[src/rtl/avalon_mm_if.sv]
// avalon_mm_if: Avalon-MM register bus between one initiator and one slave
// Signals: address/read/write/writedata from the master,
// readdata/readdatavalid/waitrequest from the slave.
interface avalon_mm_if #(
    parameter int ADDR_WIDTH = 16,
    parameter int DATA_WIDTH = 32
);
    logic [ADDR_WIDTH-1:0] address;
    logic                  read;
    logic                  write;
    logic [DATA_WIDTH-1:0] writedata;
    logic [DATA_WIDTH-1:0] readdata;
    logic                  readdatavalid;
    logic                  waitrequest;
    modport master (output address, read, write, writedata, input readdata, readdatavalid, waitrequest);
    modport slave (input address, read, write, writedata, output readdata, readdatavalid, waitrequest);
endinterface

[src/rtl/avalon_mm_reg_master.sv]
// avalon_mm_reg_master: single-outstanding Avalon-MM register initiator with timeout
// Ports: cmd_valid/cmd_ready/cmd_write/cmd_address/cmd_writedata accept one command,
// rsp_valid/rsp_write/rsp_timeout/rsp_readdata return its one-cycle response,
// timeout_cnt is a saturating timeout tally, reg_mm is the Avalon-MM master side.
module avalon_mm_reg_master #(
    parameter int ADDR_WIDTH     = 16,
    parameter int DATA_WIDTH     = 32,
    parameter int TIMEOUT_CYCLES = 255
) (
    input  logic                  clk,
    input  logic                  rst,
    input  logic                  cmd_valid,
    output logic                  cmd_ready,
    input  logic                  cmd_write,
    input  logic [ADDR_WIDTH-1:0] cmd_address,
    input  logic [DATA_WIDTH-1:0] cmd_writedata,
    output logic                  rsp_valid,
    output logic                  rsp_write,
    output logic                  rsp_timeout,
    output logic [DATA_WIDTH-1:0] rsp_readdata,
    output logic [15:0]           timeout_cnt,
    avalon_mm_if.master           reg_mm
);
    localparam int TW = (TIMEOUT_CYCLES > 0) ? $clog2(TIMEOUT_CYCLES + 1) : 1;
    localparam logic [TW-1:0] LAST = TW'(TIMEOUT_CYCLES - 1);
    typedef enum logic [1:0] {IDLE, REQ, WAIT_DATA, RESP} state_t;
    state_t        state;
    logic          wr;
    logic [TW-1:0] tcnt;
    logic          done;
    logic          expire;
    // A write completes when accepted; a read only when its data beat arrives.
    assign done   = (state == REQ) ? (!reg_mm.waitrequest && wr) : (state == WAIT_DATA && reg_mm.readdatavalid);
    assign expire = (TIMEOUT_CYCLES != 0) && (tcnt == LAST);
    always_ff @(posedge clk or posedge rst) begin
        if (rst) begin
            state            <= IDLE;
            cmd_ready        <= 1'b0;
            rsp_valid        <= 1'b0;
            rsp_write        <= 1'b0;
            rsp_timeout      <= 1'b0;
            rsp_readdata     <= '0;
            timeout_cnt      <= '0;
            wr               <= 1'b0;
            tcnt             <= '0;
            reg_mm.address   <= '0;
            reg_mm.read      <= 1'b0;
            reg_mm.write     <= 1'b0;
            reg_mm.writedata <= '0;
        end else begin
            case (state)
                IDLE: begin
                    cmd_ready <= !(cmd_valid && cmd_ready);
                    if (cmd_valid && cmd_ready) begin
                        wr               <= cmd_write;
                        tcnt             <= '0;
                        reg_mm.address   <= cmd_address;
                        reg_mm.writedata <= cmd_writedata;
                        reg_mm.read      <= !cmd_write;
                        reg_mm.write     <= cmd_write;
                        state            <= REQ;
                    end
                end
                REQ, WAIT_DATA: begin
                    tcnt <= tcnt + TW'(1);
                    // Completion beats expiry when both land in the same cycle.
                    if (done || expire) begin
                        reg_mm.read  <= 1'b0;
                        reg_mm.write <= 1'b0;
                        rsp_valid    <= 1'b1;
                        rsp_write    <= wr;
                        rsp_timeout  <= !done;
                        rsp_readdata <= (done && !wr) ? reg_mm.readdata : '0;
                        timeout_cnt  <= (!done && timeout_cnt != 16'hFFFF) ? timeout_cnt + 16'd1 : timeout_cnt;
                        state        <= RESP;
                    end else if (state == REQ && !reg_mm.waitrequest) begin
                        reg_mm.read <= 1'b0;
                        state       <= WAIT_DATA;
                    end
                end
                RESP: begin
                    rsp_valid    <= 1'b0;
                    rsp_write    <= 1'b0;
                    rsp_timeout  <= 1'b0;
                    rsp_readdata <= '0;
                    cmd_ready    <= 1'b1;
                    state        <= IDLE;
                end
            endcase
        end
    end
endmodule

[src/flat_wrapper.sv]
// flat-port wrapper written by rule: the top's interface ports become plain ports
module avalon_mm_reg_master_flat 
#(
    parameter int ADDR_WIDTH     = 16,
    parameter int DATA_WIDTH     = 32,
    parameter int TIMEOUT_CYCLES = 255
)
  (clk, rst, cmd_valid, cmd_ready, cmd_write, cmd_address, cmd_writedata, rsp_valid, rsp_write, rsp_timeout, rsp_readdata, timeout_cnt, reg_mm_address, reg_mm_read, reg_mm_write, reg_mm_writedata, reg_mm_readdata, reg_mm_readdatavalid, reg_mm_waitrequest);
  avalon_mm_if #(.ADDR_WIDTH(ADDR_WIDTH), .DATA_WIDTH(DATA_WIDTH)) reg_mm_i ();
  input  logic clk;
  input  logic rst;
  input  logic cmd_valid;
  output logic cmd_ready;
  input  logic cmd_write;
  input  logic [ADDR_WIDTH-1:0] cmd_address;
  input  logic [DATA_WIDTH-1:0] cmd_writedata;
  output logic rsp_valid;
  output logic rsp_write;
  output logic rsp_timeout;
  output logic [DATA_WIDTH-1:0] rsp_readdata;
  output logic [15:0] timeout_cnt;
  output wire logic [$bits(reg_mm_i.address)-1:0] reg_mm_address;
  output wire logic [$bits(reg_mm_i.read)-1:0] reg_mm_read;
  output wire logic [$bits(reg_mm_i.write)-1:0] reg_mm_write;
  output wire logic [$bits(reg_mm_i.writedata)-1:0] reg_mm_writedata;
  input wire logic [$bits(reg_mm_i.readdata)-1:0] reg_mm_readdata;
  input wire logic [$bits(reg_mm_i.readdatavalid)-1:0] reg_mm_readdatavalid;
  input wire logic [$bits(reg_mm_i.waitrequest)-1:0] reg_mm_waitrequest;
  assign reg_mm_address = reg_mm_i.address;
  assign reg_mm_read = reg_mm_i.read;
  assign reg_mm_write = reg_mm_i.write;
  assign reg_mm_writedata = reg_mm_i.writedata;
  assign reg_mm_i.readdata = reg_mm_readdata;
  assign reg_mm_i.readdatavalid = reg_mm_readdatavalid;
  assign reg_mm_i.waitrequest = reg_mm_waitrequest;
  avalon_mm_reg_master #(.ADDR_WIDTH(ADDR_WIDTH), .DATA_WIDTH(DATA_WIDTH), .TIMEOUT_CYCLES(TIMEOUT_CYCLES)) u_core (.clk(clk), .rst(rst), .cmd_valid(cmd_valid), .cmd_ready(cmd_ready), .cmd_write(cmd_write), .cmd_address(cmd_address), .cmd_writedata(cmd_writedata), .rsp_valid(rsp_valid), .rsp_write(rsp_write), .rsp_timeout(rsp_timeout), .rsp_readdata(rsp_readdata), .timeout_cnt(timeout_cnt), .reg_mm(reg_mm_i));
endmodule
[config.mk]
export PLATFORM = sky130hd
export DESIGN_NAME = avalon_mm_reg_master_flat
export DESIGN_NICKNAME = d
export VERILOG_FILES = /design/src/rtl/avalon_mm_if.sv /design/src/rtl/avalon_mm_reg_master.sv /design/src/flat_wrapper.sv
export SDC_FILE = /design/constraint.sdc
export NUM_CORES = 1
export LEC_CHECK = 0
export CAP_MARGIN = 10
export CORE_MARGIN = 5
export CORE_UTILIZATION = 33
export CTS_CLUSTER_DIAMETER = 40
export DETAILED_ROUTE_END_ITERATION = 7
export GPL_TIMING_DRIVEN = 0
export MAX_ROUTING_LAYER = met4
export PLACE_DENSITY = 0.73
export SYNTH_ARGS = -nofsm -noshare
export SYNTH_HDL_FRONTEND = slang
export SYNTH_SLANG_ARGS = --single-unit
[constraint.sdc]
create_clock -name clk -period 3.65 [get_ports clk]
set_input_delay 0.365 -clock clk [delete_from_list [all_inputs] [get_ports clk]]
set_output_delay 0.365 -clock clk [all_outputs]
set_load 0.01 [all_outputs]
# Word level (Yosys, flattened, before mapping)
# Cells that the tools add are included.
[op_classes] addsub=2 eq_ne=8 n_mux=24 reduce_logical=24
[op_table] cell="32-bit two-way mux" n=2
[op_table] cell="32-bit case mux with 2 select lines" n=1
[op_table] cell="16-bit by 1-bit adder with 16-bit output (second input constant)" n=1
[op_table] cell="16-bit != test (second input constant)" n=1
[op_table] cell="8-bit case mux with 2 select lines" n=1
[op_table] cell="1-bit case mux with 2 select lines" n=6
[op_table] cell="1-bit two-way mux" n=9
[op_table] cell="3-bit AND reduction" n=3
[op_table] cell="8-bit by 1-bit adder with 8-bit output (second input constant)" n=1
[op_table] cell="8-bit == test (second input constant)" n=1
[op_table] cell="8-bit two-way mux" n=1
[op_table] cell="2-bit AND reduction" n=4
[op_table] cell="1-bit logical AND" n=6
[op_table] cell="2-bit two-way mux" n=3
[op_table] cell="2-bit case mux with 3 select lines" n=1
[op_table] cell="2-bit nonzero test" n=3
[op_table] cell="1-bit zero test" n=5
[op_table] cell="2-bit == test (second input constant)" n=2
[op_table] cell="2-bit by 1-bit != test with 1-bit output (second input constant)" n=2
[op_table] cell="3-bit by 1-bit != test with 1-bit output (second input constant)" n=1
[op_table] cell="2-bit by 1-bit == test with 1-bit output (second input constant)" n=1
[op_table] cell="2-bit zero test" n=1
[op_table] cell="2-bit OR reduction" n=1
[op_table] cell="1-bit logical OR" n=1
[totals] reg_bits=113 in_bits=86 out_inout_bits=102 word_cells=71

# Logic depth before layout (Yosys ltp)
[depth] word_depth=7 ltp_mapped=9 mapped_depth_nobuf=7

# Least setup slack after synthesis
# No wires, ideal clock.
[synth_timing] kind="reg-to-reg" from="reg u_core.state[0]" to="reg u_core.rsp_readdata[0]" setup_time_ns=0.121 t_arrival_ns=1.623 required_ns=3.529 setup_slack_ns=1.906 path_stages_with_launch=9 period_less_slack_ns=1.744 path_cell_list="dfrtp_1 inv_1 ha_1 nand2_1 o21a_1 nor2b_2 a21o_4 buf_6 a22o_1"
[synth_between] elab_chain_len=7 elab_cells_between_ends=14 cone_classes="eq/ne: 4; mux: 4; reduce/logical: 6"
[synth_rtl] item="start: declaration" line="avalon_mm_reg_master.sv:27" text="state_t state;"
[synth_rtl] item="start signal: assignment" line="avalon_mm_reg_master.sv:37" text="state <= IDLE;"
[synth_rtl] item="start signal: assignment" line="avalon_mm_reg_master.sv:61" text="state <= REQ;"
[synth_rtl] item="start signal: assignment" line="avalon_mm_reg_master.sv:75" text="state <= RESP;"
[synth_rtl] item="2-bit == test" line="avalon_mm_reg_master.sv:33, avalon_mm_reg_master.sv:51"
[synth_rtl] item="1-bit logical AND" line="avalon_mm_reg_master.sv:33" text="assign done = (state == REQ) ? (!reg_mm.waitrequest && wr) : (state == WAIT_DATA && reg_mm.readdatavalid);"
[synth_rtl] item="1-bit two-way mux" line="avalon_mm_reg_master.sv:33"
[synth_rtl] item="1-bit logical AND" line="avalon_mm_reg_master.sv:73" text="rsp_readdata <= (done && !wr) ? reg_mm.readdata : '0;"
[synth_rtl] item="32-bit two-way mux" line="avalon_mm_reg_master.sv:73"
[synth_rtl] item="32-bit two-way mux" line="avalon_mm_reg_master.sv:67" text="if (done || expire) begin"
[synth_rtl] item="32-bit case mux with 2 select lines" line="avalon_mm_reg_master.sv:51" text="case (state)"
[synth_rtl] item="end signal: assignment" line="avalon_mm_reg_master.sv:73"
[synth_rtl] item="end: declaration" line="avalon_mm_reg_master.sv:20" text="output logic [DATA_WIDTH-1:0] rsp_readdata,"
# Parallel ways exist; a longest one is shown, timed or not. The select of a mux whose other input is x is not followed.
# A chain may end at the register's enable or synchronous reset.

# Worst setup path in the final report
[layout_timing] from="reg u_core.state[0]" to="reg u_core.rsp_readdata[18]"
# The elaborated chain is that of the path after synthesis.

==> results.md <==
- Clock Tree Root: clkbuf_16
- Worst Skew: 0.0166 ns
- Worst Path Class, Setup: reg -> reg
- Seq pwr share: 0.318
- Worst VDD drop: 0.451 mV
- Total number of vias: 3640
- DR pass1 iterations: 4
- Sink Count: 113
- Finished Layout Cells: 758
- Sw frac: 0.307
- Worst R2R Path Depth: 6
- Primary FF master, synth: dfrtp_1
- Initial Utilization: 0.331
- FILL cells: 1209
- Port buffer count: 187
- Antenna viol nets, final: 0
- Synth area leaders: dfrtp_1 (59%), mux2_2 (13%), a22o_1 (6.6%), xnor2_1 (2.6%), ha_1 (1.8%)
- Die width: 130 um
- Via density: 4.80
- Mapped Area: 4760 um2
- Busiest layer in global routing: met2
- Clock power frac: 0.276
- Num CTS Buffers: 17
- Post-synth EDFFs: 0
- Yosys reg bits: 113
- H-tree Lvls: 4
- Total track usage: 0.157
- Setup Viol. Count Final: 0
- Endpoint class of the critical path: register
- Largest net degree at the start of global routing: 62
- Inst Count DP: 726
- Synth top area share: 0.594
- Initial antenna violation count: 0
- PostCTS Resize Cnt: 0
- Critical Path AT: 2.58 ns
- DRT Wirelength: 12500 um
- Cell variety after synth: 43
- Overall power: 6.35 mW
- Register area: 2830 um2
- Synth warnings: 0
- Pre-CTS setup slack: 1.39 ns
- Grt ovf: 0
- Rows: 44
- Critical Path Fanout Max: 10
- Die Span Y: 130 um
- Net count after synthesis: 447
- Sequential share of the synthesized area: 0.594
- Placed wire-length estimate: 9260 um
- End of the worst register-to-register path: u_core.rsp_readdata[18]
- DRC: 0
- R2R Setup Slk: 1.41 ns
- M2 GR Usage: 0.241
- WP data required: 4.00 ns
- Max Slew Vio Count: 0
- Max frequency: 447 MHz
- Run status: complete, no violations
- CP startpoint kind: register
- Clk slew on worst S/H paths: 0.05 ns
- First-pass GRT wire length: 20000 um
- Clock buffer depth: 2
- Crit. Startpoint: u_core.state[0]
- Detailed-route wire length per cell: 16.5 um
- Vias in the first global route: 3915
- Final instance area: 7520 um2
- Met1 Usage GRT: 0.189
- Final-report hold violation count: 0
- CTS tree: built
- Die ar.: 16900 um2
- Cell count after synthesis: 354
- NetSw: 1.95 mW
- Post-Route Setup TNS: 0 ns
- Yosys top cell by area: dfrtp_1
- DRT iter0 DRCs: 151
- Fin crit share: 0.613
- Core area: 14400 um2
- Post-layout util: 0.524
- Net count, final: 654
- Multi-input logic area: 1790 um2
- Layout area overhead: 58.0%
- Minimum hold slack: 0.422 ns
- Final worst slack: 1.41 ns
- Asr flop ratio synth: 1.00
- Max-cap violations: 0
- Power density cells: 844 nW/um2
- Setup bufs post-CTS: 0
- Combinational power share: 0.406
- Slew headroom: 0.390
- Worst Setup EP: u_core.rsp_readdata[18]
- Internal power: 4.40 mW
- Avg Cell Area, Syn: 13.5 um2
- Tmin final: 2.24 ns
- Number of inserted diodes: 0
- GR Layer Usage met3: 0.0630
- RR Startpoint: u_core.state[0]
- Share of layout cells above drive strength 1: 0.192
- Unrepaired setup endpoints after global routing: false
- CTS Hold Bufs: 0
- GP Congestion: 0.776
- Clock latency on the worst-skew pair: 0.42 ns
- Leakage: 3.24 nW
- Worst slew pin tran: 0.907 ns
- Cell Area, Placed: 6890 um2
- IO Pins: 188
- Hold/Removal Path Class: in -> async
## routing by layer
layer / wire length (um) / up-vias
li1: - / 1701
met4: 127 / 0
met5: 0 / -
met3: 1080 / 15
met2: 6010 / 149
met1: 5310 / 1775
## cell type report
| class | instances | area share |
|---|---|---|
| Multi-Input combinational cell | 215 | 0.238 |
| Clock inverter | 10 | 0.0208 |
| Timing Repair Buffer | 188 | 0.252 |
| Sequential cell | 113 | 0.376 |
| Tap cell | 184 | 0.0306 |
| Inverter | 8 | 0.00432 |
| Buffer | 18 | 0.0153 |
| Clock buffer | 22 | 0.0630 |
## how the worst min path moves through the flow
stage	start	to	slack, ns	cells after the start
final	rst	u_core.reg_mm.writedata[29]	0.42	2
after global routing	rst	u_core.reg_mm.writedata[31]	0.47	2
after CTS	rst	u_core.reg_mm.writedata[31]	0.44	2
after detailed placement	u_core.rsp_readdata[23]	u_core.rsp_readdata[23]	0.49	1
after global placement	u_core.reg_mm.read	u_core.reg_mm.read	0.48	1
after floorplan	cmd_valid	u_core.cmd_ready	0.47	1
## power by group through the flow
stage / Combinational [mW] / Sequential [mW] / Clock (mW)
2_1_floorplan: 1.10 / 2.20 / 0
3_3_place_gp: 2.56 / 2.00 / 0
3_5_place_dp: 2.61 / 2.03 / 0
4_1_cts: 2.62 / 2.02 / 1.80
5_1_grt: 2.80 / 2.08 / 1.86
6_report: 2.58 / 2.02 / 1.75
## sequential cells by signal (all words and copies together), names as in the netlist
name / flops
u_core.cmd_ready: 1
u_core.rsp_timeout: 1
u_core.tcnt: 8
u_core.rsp_readdata: 32
u_core.state: 2
u_core.wr: 1
u_core.rsp_valid: 1
u_core.rsp_write: 1
u_core.reg_mm.write: 1
u_core.timeout_cnt: 16
u_core.reg_mm.address: 16
u_core.reg_mm.writedata: 32
u_core.reg_mm.read: 1
## cells by family (layout without fill, tap and decap cells)
family,after synthesis,count (layout),synth area share
compound gates,56,56,0.0959
xor+xnor,14,14,0.0257
fa+ha+maj,7,7,0.0184
buf+inv,26,246,0.0305
flops,113,113,0.594
mux,57,57,0.135
simple gates,81,81,0.101
## cells in the mapped netlist, types with 2 or more instances
cell / count
a21o_1: 2
a21oi_1: 2
a22o_1: 36
and3_1: 6
and4_1: 2
buf_1: 6
buf_2: 5
buf_6: 4
clkbuf_1: 2
dfrtp_1: 113
ha_1: 7
inv_1: 8
mux2_1: 4
mux2_2: 53
nand2_1: 21
nand2b_1: 3
nand3_1: 9
nand3_2: 8
nand3b_1: 2
nand4_1: 5
nand4_2: 2
nor2_1: 9
nor2b_1: 3
nor3_1: 3
o21ai_0: 6
o31ai_1: 3
xnor2_1: 14
## placed cells by master (no fill, tap or decap), types with 6 or more instances in the layout
| master | count |
|---|---|
| a22o_1 | 36 |
| and3_1 | 6 |
| buf_1 | 6 |
| clkbuf_16 | 17 |
| clkdlybuf4s50_1 | 187 |
| dfrtp_1 | 113 |
| ha_1 | 7 |
| inv_1 | 7 |
| mux2_2 | 53 |
| nand2_1 | 21 |
| nand3_1 | 9 |
| nand3_2 | 8 |
| nor2_1 | 9 |
| o21ai_0 | 6 |
| xnor2_1 | 14 |
## critical path, stage by stage (launching register included)
cell	delay, ns
dfrtp_1	0.39
inv_1	0.10
ha_1	0.38
nand2b_1	0.08
nor4_1	0.69
buf_2	0.37
a22o_1	0.16
No activity file was read; power rests on OpenSTA's default activity.
